<file path="src/rtl/trap_ctrl_pkg.sv">
// Shared types and constants for the trap sequencer.
package trap_ctrl_pkg;

    localparam int unsigned XLEN = 32;

    localparam logic [XLEN-1:0] CAUSE_MTI = 32'h8000_0007;

    typedef enum logic [1:0] {
        TS_IDLE     = 2'd0,
        TS_WAIT_BUS = 2'd1,
        TS_COMMIT   = 2'd2
    } trap_state_t;

    typedef enum logic [1:0] {
        TK_EXC  = 2'd0,
        TK_MRET = 2'd1,
        TK_IRQ  = 2'd2
    } trap_kind_t;

    // Event captured in IDLE and replayed into the CSR file at COMMIT.
    typedef struct packed {
        trap_kind_t      kind;
        logic [XLEN-1:0] cause;
        logic [XLEN-1:0] pc;
        logic [XLEN-1:0] tval;
    } trap_event_t;

endpackage

</file>
<file path="src/rtl/trap_ctrl_if.sv">
// Pipeline / CSR-file side signals of the trap sequencer.
interface trap_ctrl_if;
    import trap_ctrl_pkg::*;

    logic            exc_valid;
    logic [XLEN-1:0] exc_cause;
    logic [XLEN-1:0] exc_pc;
    logic [XLEN-1:0] exc_tval;
    logic            mret_req;
    logic            int_pc_valid;
    logic [XLEN-1:0] int_pc;
    logic            timer_irq;
    logic            mem_busy;
    logic            mstatus_mie;
    logic            mie_mtie;
    logic [XLEN-1:0] mtvec;
    logic [XLEN-1:0] mepc;

    logic            stall;
    logic            flush;
    logic            redirect_valid;
    logic [XLEN-1:0] redirect_pc;
    logic            trap_enter;
    logic [XLEN-1:0] trap_cause;
    logic [XLEN-1:0] trap_pc;
    logic [XLEN-1:0] trap_val;
    logic            mret_exec;
    logic            bus_timeout;

    // Pipeline and CSR file: raise events, consume redirects.
    modport master (
        output exc_valid, exc_cause, exc_pc, exc_tval, mret_req,
        output int_pc_valid, int_pc, timer_irq, mem_busy,
        output mstatus_mie, mie_mtie, mtvec, mepc,
        input  stall, flush, redirect_valid, redirect_pc,
        input  trap_enter, trap_cause, trap_pc, trap_val, mret_exec, bus_timeout
    );

    // Trap sequencer.
    modport slave (
        input  exc_valid, exc_cause, exc_pc, exc_tval, mret_req,
        input  int_pc_valid, int_pc, timer_irq, mem_busy,
        input  mstatus_mie, mie_mtie, mtvec, mepc,
        output stall, flush, redirect_valid, redirect_pc,
        output trap_enter, trap_cause, trap_pc, trap_val, mret_exec, bus_timeout
    );

endinterface

</file>
<file path="src/rtl/trap_prio_enc.sv">
// Fixed-priority encoder: exception > mret > timer interrupt.
module trap_prio_enc
    import trap_ctrl_pkg::*;
(
    input  logic       exc_valid,
    input  logic       mret_req,
    input  logic       irq_pend,
    output logic       event_valid,
    output trap_kind_t event_kind
);

    // Pick the highest-priority pending source.
    always_comb begin
        event_valid = exc_valid | mret_req | irq_pend;
        event_kind  = TK_EXC;
        if (exc_valid) begin
            event_kind = TK_EXC;
        end else if (mret_req) begin
            event_kind = TK_MRET;
        end else if (irq_pend) begin
            event_kind = TK_IRQ;
        end
    end

endmodule

</file>
<file path="src/rtl/trap_ctrl.sv">
// Trap sequencer: arbitrates exception / mret / timer irq, waits for the
// data bus to drain, then pulses the CSR update, flush and fetch redirect.
module trap_ctrl
    import trap_ctrl_pkg::*;
#(
    parameter int unsigned     BUS_WAIT_MAX = 255,
    parameter logic [XLEN-1:0] MTI_CAUSE    = CAUSE_MTI
) (
    input  logic         clk,
    input  logic         rst,
    trap_ctrl_if.slave   bus
);

    localparam int unsigned   CW         = (BUS_WAIT_MAX == 0) ? 1 : $clog2(BUS_WAIT_MAX + 1);
    localparam logic          TIMEOUT_EN = (BUS_WAIT_MAX != 0);
    localparam logic [CW-1:0] CNT_LAST   = CW'(BUS_WAIT_MAX - 1);
    localparam logic [CW-1:0] CNT_SAT    = '1;

    trap_state_t state_q;
    trap_state_t state_d;
    trap_event_t ev_q;
    logic [CW-1:0] cnt_q;
    logic        timer_irq_q;
    logic        timeout_q;
    logic        force_c;
    logic        irq_pend;
    logic        ev_valid;
    trap_kind_t  ev_kind;
    logic        is_mret;

    assign irq_pend = timer_irq_q & bus.mie_mtie & bus.mstatus_mie & bus.int_pc_valid;
    assign is_mret  = (ev_q.kind == TK_MRET);

    trap_prio_enc u_prio (
        .exc_valid   (bus.exc_valid),
        .mret_req    (bus.mret_req),
        .irq_pend    (irq_pend),
        .event_valid (ev_valid),
        .event_kind  (ev_kind)
    );

    // State register.
    always_ff @(posedge clk or posedge rst) begin
        if (rst) begin
            state_q <= TS_IDLE;
        end else begin
            state_q <= state_d;
        end
    end

    // Next-state logic; force_c marks a commit forced by the bus-wait limit.
    always_comb begin
        state_d = state_q;
        force_c = 1'b0;
        case (state_q)
            TS_IDLE: begin
                if (ev_valid) begin
                    state_d = bus.mem_busy ? TS_WAIT_BUS : TS_COMMIT;
                end
            end
            TS_WAIT_BUS: begin
                if (!bus.mem_busy) begin
                    state_d = TS_COMMIT;
                end else if (TIMEOUT_EN && (cnt_q == CNT_LAST)) begin
                    state_d = TS_COMMIT;
                    force_c = 1'b1;
                end
            end
            TS_COMMIT: begin
                state_d = TS_IDLE;
            end
            default: begin
                state_d = TS_IDLE;
            end
        endcase
    end

    // Output decode; stall is combinational so the pipeline holds in the event cycle.
    always_comb begin
        bus.stall          = 1'b0;
        bus.flush          = 1'b0;
        bus.redirect_valid = 1'b0;
        bus.redirect_pc    = '0;
        bus.trap_enter     = 1'b0;
        bus.trap_cause     = '0;
        bus.trap_pc        = '0;
        bus.trap_val       = '0;
        bus.mret_exec      = 1'b0;
        bus.bus_timeout    = timeout_q;
        case (state_q)
            TS_IDLE: begin
                bus.stall = ev_valid & ~rst;
            end
            TS_WAIT_BUS: begin
                bus.stall = 1'b1;
            end
            TS_COMMIT: begin
                bus.stall          = 1'b1;
                bus.flush          = 1'b1;
                bus.redirect_valid = 1'b1;
                if (is_mret) begin
                    bus.mret_exec   = 1'b1;
                    bus.redirect_pc = bus.mepc;
                end else begin
                    bus.trap_enter  = 1'b1;
                    bus.trap_cause  = ev_q.cause;
                    bus.trap_pc     = ev_q.pc;
                    bus.trap_val    = ev_q.tval;
                    bus.redirect_pc = bus.mtvec;
                end
            end
            default: begin
                bus.stall = 1'b0;
            end
        endcase
    end

    // Timer level sync, event latch, bus-wait counter and timeout pulse.
    always_ff @(posedge clk or posedge rst) begin
        if (rst) begin
            timer_irq_q <= 1'b0;
            ev_q        <= '0;
            cnt_q       <= '0;
            timeout_q   <= 1'b0;
        end else begin
            timer_irq_q <= bus.timer_irq;
            timeout_q   <= force_c;

            if ((state_q == TS_IDLE) && ev_valid) begin
                ev_q.kind <= ev_kind;
                if (ev_kind == TK_EXC) begin
                    ev_q.cause <= bus.exc_cause;
                    ev_q.pc    <= bus.exc_pc;
                    ev_q.tval  <= bus.exc_tval;
                end else if (ev_kind == TK_IRQ) begin
                    ev_q.cause <= MTI_CAUSE;
                    ev_q.pc    <= bus.int_pc;
                    ev_q.tval  <= '0;
                end
            end

            if (state_q == TS_WAIT_BUS) begin
                if (cnt_q != CNT_SAT) begin
                    cnt_q <= cnt_q + CW'(1);
                end
            end else begin
                cnt_q <= '0;
            end
        end
    end

endmodule
</file>
<file path="src/flat_wrapper.sv">
// flat-port wrapper written by rule: the top's interface ports become plain ports
module trap_ctrl_flat import trap_ctrl_pkg::*;
#(
    parameter int unsigned     BUS_WAIT_MAX = 255,
    parameter logic [XLEN-1:0] MTI_CAUSE    = CAUSE_MTI
)
  (clk, rst, bus_exc_valid, bus_exc_cause, bus_exc_pc, bus_exc_tval, bus_mret_req, bus_int_pc_valid, bus_int_pc, bus_timer_irq, bus_mem_busy, bus_mstatus_mie, bus_mie_mtie, bus_mtvec, bus_mepc, bus_stall, bus_flush, bus_redirect_valid, bus_redirect_pc, bus_trap_enter, bus_trap_cause, bus_trap_pc, bus_trap_val, bus_mret_exec, bus_bus_timeout);
  trap_ctrl_if bus_i ();
  input  logic clk;
  input  logic rst;
  input wire logic [$bits(bus_i.exc_valid)-1:0] bus_exc_valid;
  input wire logic [$bits(bus_i.exc_cause)-1:0] bus_exc_cause;
  input wire logic [$bits(bus_i.exc_pc)-1:0] bus_exc_pc;
  input wire logic [$bits(bus_i.exc_tval)-1:0] bus_exc_tval;
  input wire logic [$bits(bus_i.mret_req)-1:0] bus_mret_req;
  input wire logic [$bits(bus_i.int_pc_valid)-1:0] bus_int_pc_valid;
  input wire logic [$bits(bus_i.int_pc)-1:0] bus_int_pc;
  input wire logic [$bits(bus_i.timer_irq)-1:0] bus_timer_irq;
  input wire logic [$bits(bus_i.mem_busy)-1:0] bus_mem_busy;
  input wire logic [$bits(bus_i.mstatus_mie)-1:0] bus_mstatus_mie;
  input wire logic [$bits(bus_i.mie_mtie)-1:0] bus_mie_mtie;
  input wire logic [$bits(bus_i.mtvec)-1:0] bus_mtvec;
  input wire logic [$bits(bus_i.mepc)-1:0] bus_mepc;
  output wire logic [$bits(bus_i.stall)-1:0] bus_stall;
  output wire logic [$bits(bus_i.flush)-1:0] bus_flush;
  output wire logic [$bits(bus_i.redirect_valid)-1:0] bus_redirect_valid;
  output wire logic [$bits(bus_i.redirect_pc)-1:0] bus_redirect_pc;
  output wire logic [$bits(bus_i.trap_enter)-1:0] bus_trap_enter;
  output wire logic [$bits(bus_i.trap_cause)-1:0] bus_trap_cause;
  output wire logic [$bits(bus_i.trap_pc)-1:0] bus_trap_pc;
  output wire logic [$bits(bus_i.trap_val)-1:0] bus_trap_val;
  output wire logic [$bits(bus_i.mret_exec)-1:0] bus_mret_exec;
  output wire logic [$bits(bus_i.bus_timeout)-1:0] bus_bus_timeout;
  assign bus_i.exc_valid = bus_exc_valid;
  assign bus_i.exc_cause = bus_exc_cause;
  assign bus_i.exc_pc = bus_exc_pc;
  assign bus_i.exc_tval = bus_exc_tval;
  assign bus_i.mret_req = bus_mret_req;
  assign bus_i.int_pc_valid = bus_int_pc_valid;
  assign bus_i.int_pc = bus_int_pc;
  assign bus_i.timer_irq = bus_timer_irq;
  assign bus_i.mem_busy = bus_mem_busy;
  assign bus_i.mstatus_mie = bus_mstatus_mie;
  assign bus_i.mie_mtie = bus_mie_mtie;
  assign bus_i.mtvec = bus_mtvec;
  assign bus_i.mepc = bus_mepc;
  assign bus_stall = bus_i.stall;
  assign bus_flush = bus_i.flush;
  assign bus_redirect_valid = bus_i.redirect_valid;
  assign bus_redirect_pc = bus_i.redirect_pc;
  assign bus_trap_enter = bus_i.trap_enter;
  assign bus_trap_cause = bus_i.trap_cause;
  assign bus_trap_pc = bus_i.trap_pc;
  assign bus_trap_val = bus_i.trap_val;
  assign bus_mret_exec = bus_i.mret_exec;
  assign bus_bus_timeout = bus_i.bus_timeout;
  trap_ctrl #(.BUS_WAIT_MAX(BUS_WAIT_MAX), .MTI_CAUSE(MTI_CAUSE)) u_core (.clk(clk), .rst(rst), .bus(bus_i));
endmodule
</file>
<file path="config.mk">
export PLATFORM = sky130hd
export DESIGN_NAME = trap_ctrl_flat
export DESIGN_NICKNAME = d
export VERILOG_FILES = /design/src/rtl/trap_ctrl_pkg.sv /design/src/rtl/trap_ctrl_if.sv /design/src/rtl/trap_prio_enc.sv /design/src/rtl/trap_ctrl.sv /design/src/flat_wrapper.sv
export SDC_FILE = /design/constraint.sdc
export NUM_CORES = 1
export LEC_CHECK = 0
export BUFFER_PORTS_ARGS = -buffer_cell sky130_fd_sc_hd__clkbuf_2
export CAP_MARGIN = 20
export CORE_AREA = 2 2 131 133
export DETAILED_ROUTE_END_ITERATION = 16
export DIE_AREA = 0 0 133 135
export HOLD_SLACK_MARGIN = 0.1
export MAX_ROUTING_LAYER = met4
export PLACE_DENSITY = 0.64
export SLEW_MARGIN = 15
export SYNTH_ARGS = -nofsm -noshare
export SYNTH_HDL_FRONTEND = slang
export SYNTH_SLANG_ARGS = --single-unit
export TNS_END_PERCENT = 5
</file>
<file path="constraint.sdc">
create_clock -name clk -period 6.5 [get_ports clk]
set_input_delay 1.95 -clock clk [delete_from_list [all_inputs] [get_ports clk]]
set_output_delay 1.95 -clock clk [all_outputs]
set_load 0.005 [all_outputs]
</file>
==> results.yml <==
min_path:
  min_to: "u_core.ev_q[71]"
  hp-start: "u_core.ev_q[71]"
  whs_path_depth: 1
  hold_class: "reg2reg"
final_layout:
  fin_nets: 1030
  area_growth_pct: 37.8
  antenna_cells: 0
  instances_no_fill: 1048
  drive_gt1_share_pct: 46.0
timing:
  fin_ws_ns: 1.52
  hold_viol: 0
  rsz0062_at_grt: "false"
  clock_skew_ns: 0.00863
  slew-limit-headroom_pct: 32.5
  fin_hold_ws_ns: 0.498
  post-route-min-period_ns: 4.98
  fin_crit_sh_pct: 76.5
  finalSetupViolCount: 0
  worst_pin_slew_ns: 1.01
  drv_slew: 0
  max_freq_mhz: 201
  tns_ns: 0
detailed_routing:
  drc_errors: 0
  drtIter0Drc: 301
  topRoutingLayerUsed: "met4"
  viasPerCell: 5.15
  met1_length_mm: 7.52
  wl_met3_mm: 1.21
  wl_met2_mm: 9.67
  wl_per_cell_um: 18.0
  first_pass_iters: 4
  num_vias: 5401
  drt_wl_total_mm: 18.9
  ant_nets: 0
global_route:
  grt_usage_pct: 21.2
  grt_max_degree: 74
  grt-ovfl-total: 0
  antenna_found_initial: 0
  grt_pass1_vias: 5181
  grt_pass1_wl_mm: 28.7
logic_synthesis:
  synth-async-reset-ratio_pct: 100
  synth-edff-count: 0
  syn_area_mm2: 0.00562
  synth_top_flop_cell: "dfrtp_1"
  syn_inst: 519
  synth_cell_types: 45
  synth.most_common_cell: "dfrtp_1"
  syn_nets: 726
  synth_warnings: 0
  syn_avg_cell_area_um2: 10.8
  yosysTopAreaCell: "dfrtp_1"
  netlist_top_cells_count: "dfrtp_1, and2_1, a22o_1"
  synth_area_leaders: "dfrtp_1, a22o_1, and2_1, o22ai_1, a2bb2oi_2"
  ys_seq_elements: 110
  ys_seq_area_share_pct: 48.9
  synth_top_area_share_pct: 48.9
cts:
  clock_path_buffers: 2
  postCtsResizedCells: 0
  clkLatencyLatePin_ns: 0.35
  cts_sinks: 110
  cts_tree: "yes"
  cts_inserted_buffers: 9
  postCtsSetupRepairBufs: 0
  root_buffer: "clkbuf_16"
  clk_pin_slew_ns: 0.08
  cts_hold_buf: 0
  cts_htree_levels: 3
pwr:
  pwr-share-comb_pct: 45.6
  switchingPower_w: 0.00119
  power.density_mw_per_mm2: 418
  p_clk_share_pct: 18.5
  vdd_drop_max_v: 0.000170
  netSwitchingFraction_pct: 36.7
  power.internal_w: 0.00205
  p_seq_share_pct: 35.9
  leakage_nw: 3.97
  power_w: 0.00324
flow_run:
  max_cap_viol_count: 0
die:
  row_count: 47
  pin_count: 335
  initial_core_util_pct: 34.3
  dieArea_mm2: 0.0180
  coreArea_mm2: 0.0164
  die_h_um: 135
  die_w_um: 133
setup_path:
  r2r-end: "u_core.ev_q[36]"
  arrival_ns: 3.03
  timing.critical_path.fanout_max: 20
  worstSetupPathType: "in2out"
  worstPathRequired_ns: 4.55
  r2r_cells: 6
  timing.rr.start: "u_core.state_q[1]"
  start_kind: "input pin"
  reg2reg_slack_ns: 3.88
  end_kind: "output pin"
placement:
  portBuffers: 334
  pre_cts_ws_ns: 1.50
  hpwl_mm: 13.7
  placed_cells: 1030
  gp_congestion: 0.811
run_status:
  status: "finished, final reports clean"
-- critical path: stages --
cell and delay (ns):
clkbuf_2 0.28, or3_1 0.45, a31oi_1 0.17, nor2_1 0.05
clkbuf_2 0.10
-- cells by family after synthesis --
logic type | count (synthesis) | synth area share [%]
compound gates | 205 | 29.3
xor+xnor | 3 | 0.467
fa+ha+maj | 6 | 1.33
buf+inv | 58 | 5.38
flops | 110 | 48.9
simple gates | 137 | 14.5
-- layout make-up --
type | count | area, um2
clock inverters | 6 | 90.1
inverters | 6 | 26.3
repair buffers | 345 | 1780
flip-flops and latches | 110 | 2750
well taps | 220 | 275
multi-input cells | 351 | 2580
clock buffers | 10 | 239
fillers | 1553 | 8660
-- power by group through the flow --
stage               Combinational [W]  Sequential (W)  Clock [W]
global placement              0.00146         0.00116          0
finish                        0.00147         0.00116   0.000600
CTS                           0.00147         0.00116   0.000617
floorplan                    0.000986         0.00112          0
detailed placement            0.00146         0.00117          0
global route                  0.00162         0.00120   0.000642
-- cell usage in the layout (no fill, tap or decap), drive strengths merged, types with 2 or more instances in the layout --
cell,count
clkbuf,344
clkinvlp,2
buf,11
nand3,3
nor2,15
o21ai,6
ha,6
dfrtp,110
and3,3
a2bb2oi,11
xnor2,3
nand2,6
inv,7
o21a,2
a22o,92
clkinv,2
o22a,4
nand4,2
a21oi,23
o2bb2ai,12
and2,99
a31oi,4
o22ai,42
a21boi,2
-- flip-flops by register name, summed over array words and instances, names as in the netlist --
signal                  count
u_core.state_q              2
u_core.bus.bus_timeout      1
u_core.ev_q                98
u_core.timer_irq_q          1
u_core.cnt_q                8
-- through the flow --
stage	instance area, um2	util [%]
global placement	7380	45.0
detailed placement	7380	45.0
CTS	7710	47.0
floorplan	5630	-
finish	7750	47.2
global route	7750	47.2
-- how the worst max path moves through the flow --
| stage | startpoint | endpoint | slack (ns) |
|---|---|---|---|
| 3_5_place_dp | bus_exc_valid | bus_stall | 1.50 |
| 3_3_place_gp | bus_exc_valid | bus_stall | 1.50 |
| 2_1_floorplan | rst | bus_stall | 0.55 |
| 6_report | bus_exc_valid | bus_stall | 1.52 |
| 5_1_grt | bus_exc_valid | bus_stall | 1.40 |
| 4_1_cts | bus_exc_valid | bus_stall | 1.51 |
-- routing by layer --
layer | vias up | global-route usage (%)
met5 | - | -
met4 | 0 | 6.99
met3 | 29 | 4.95
met2 | 199 | 36.1
met1 | 2644 | 24.7
li1 | 2529 | -
Note: power is estimated with default switching activity, not from simulation.
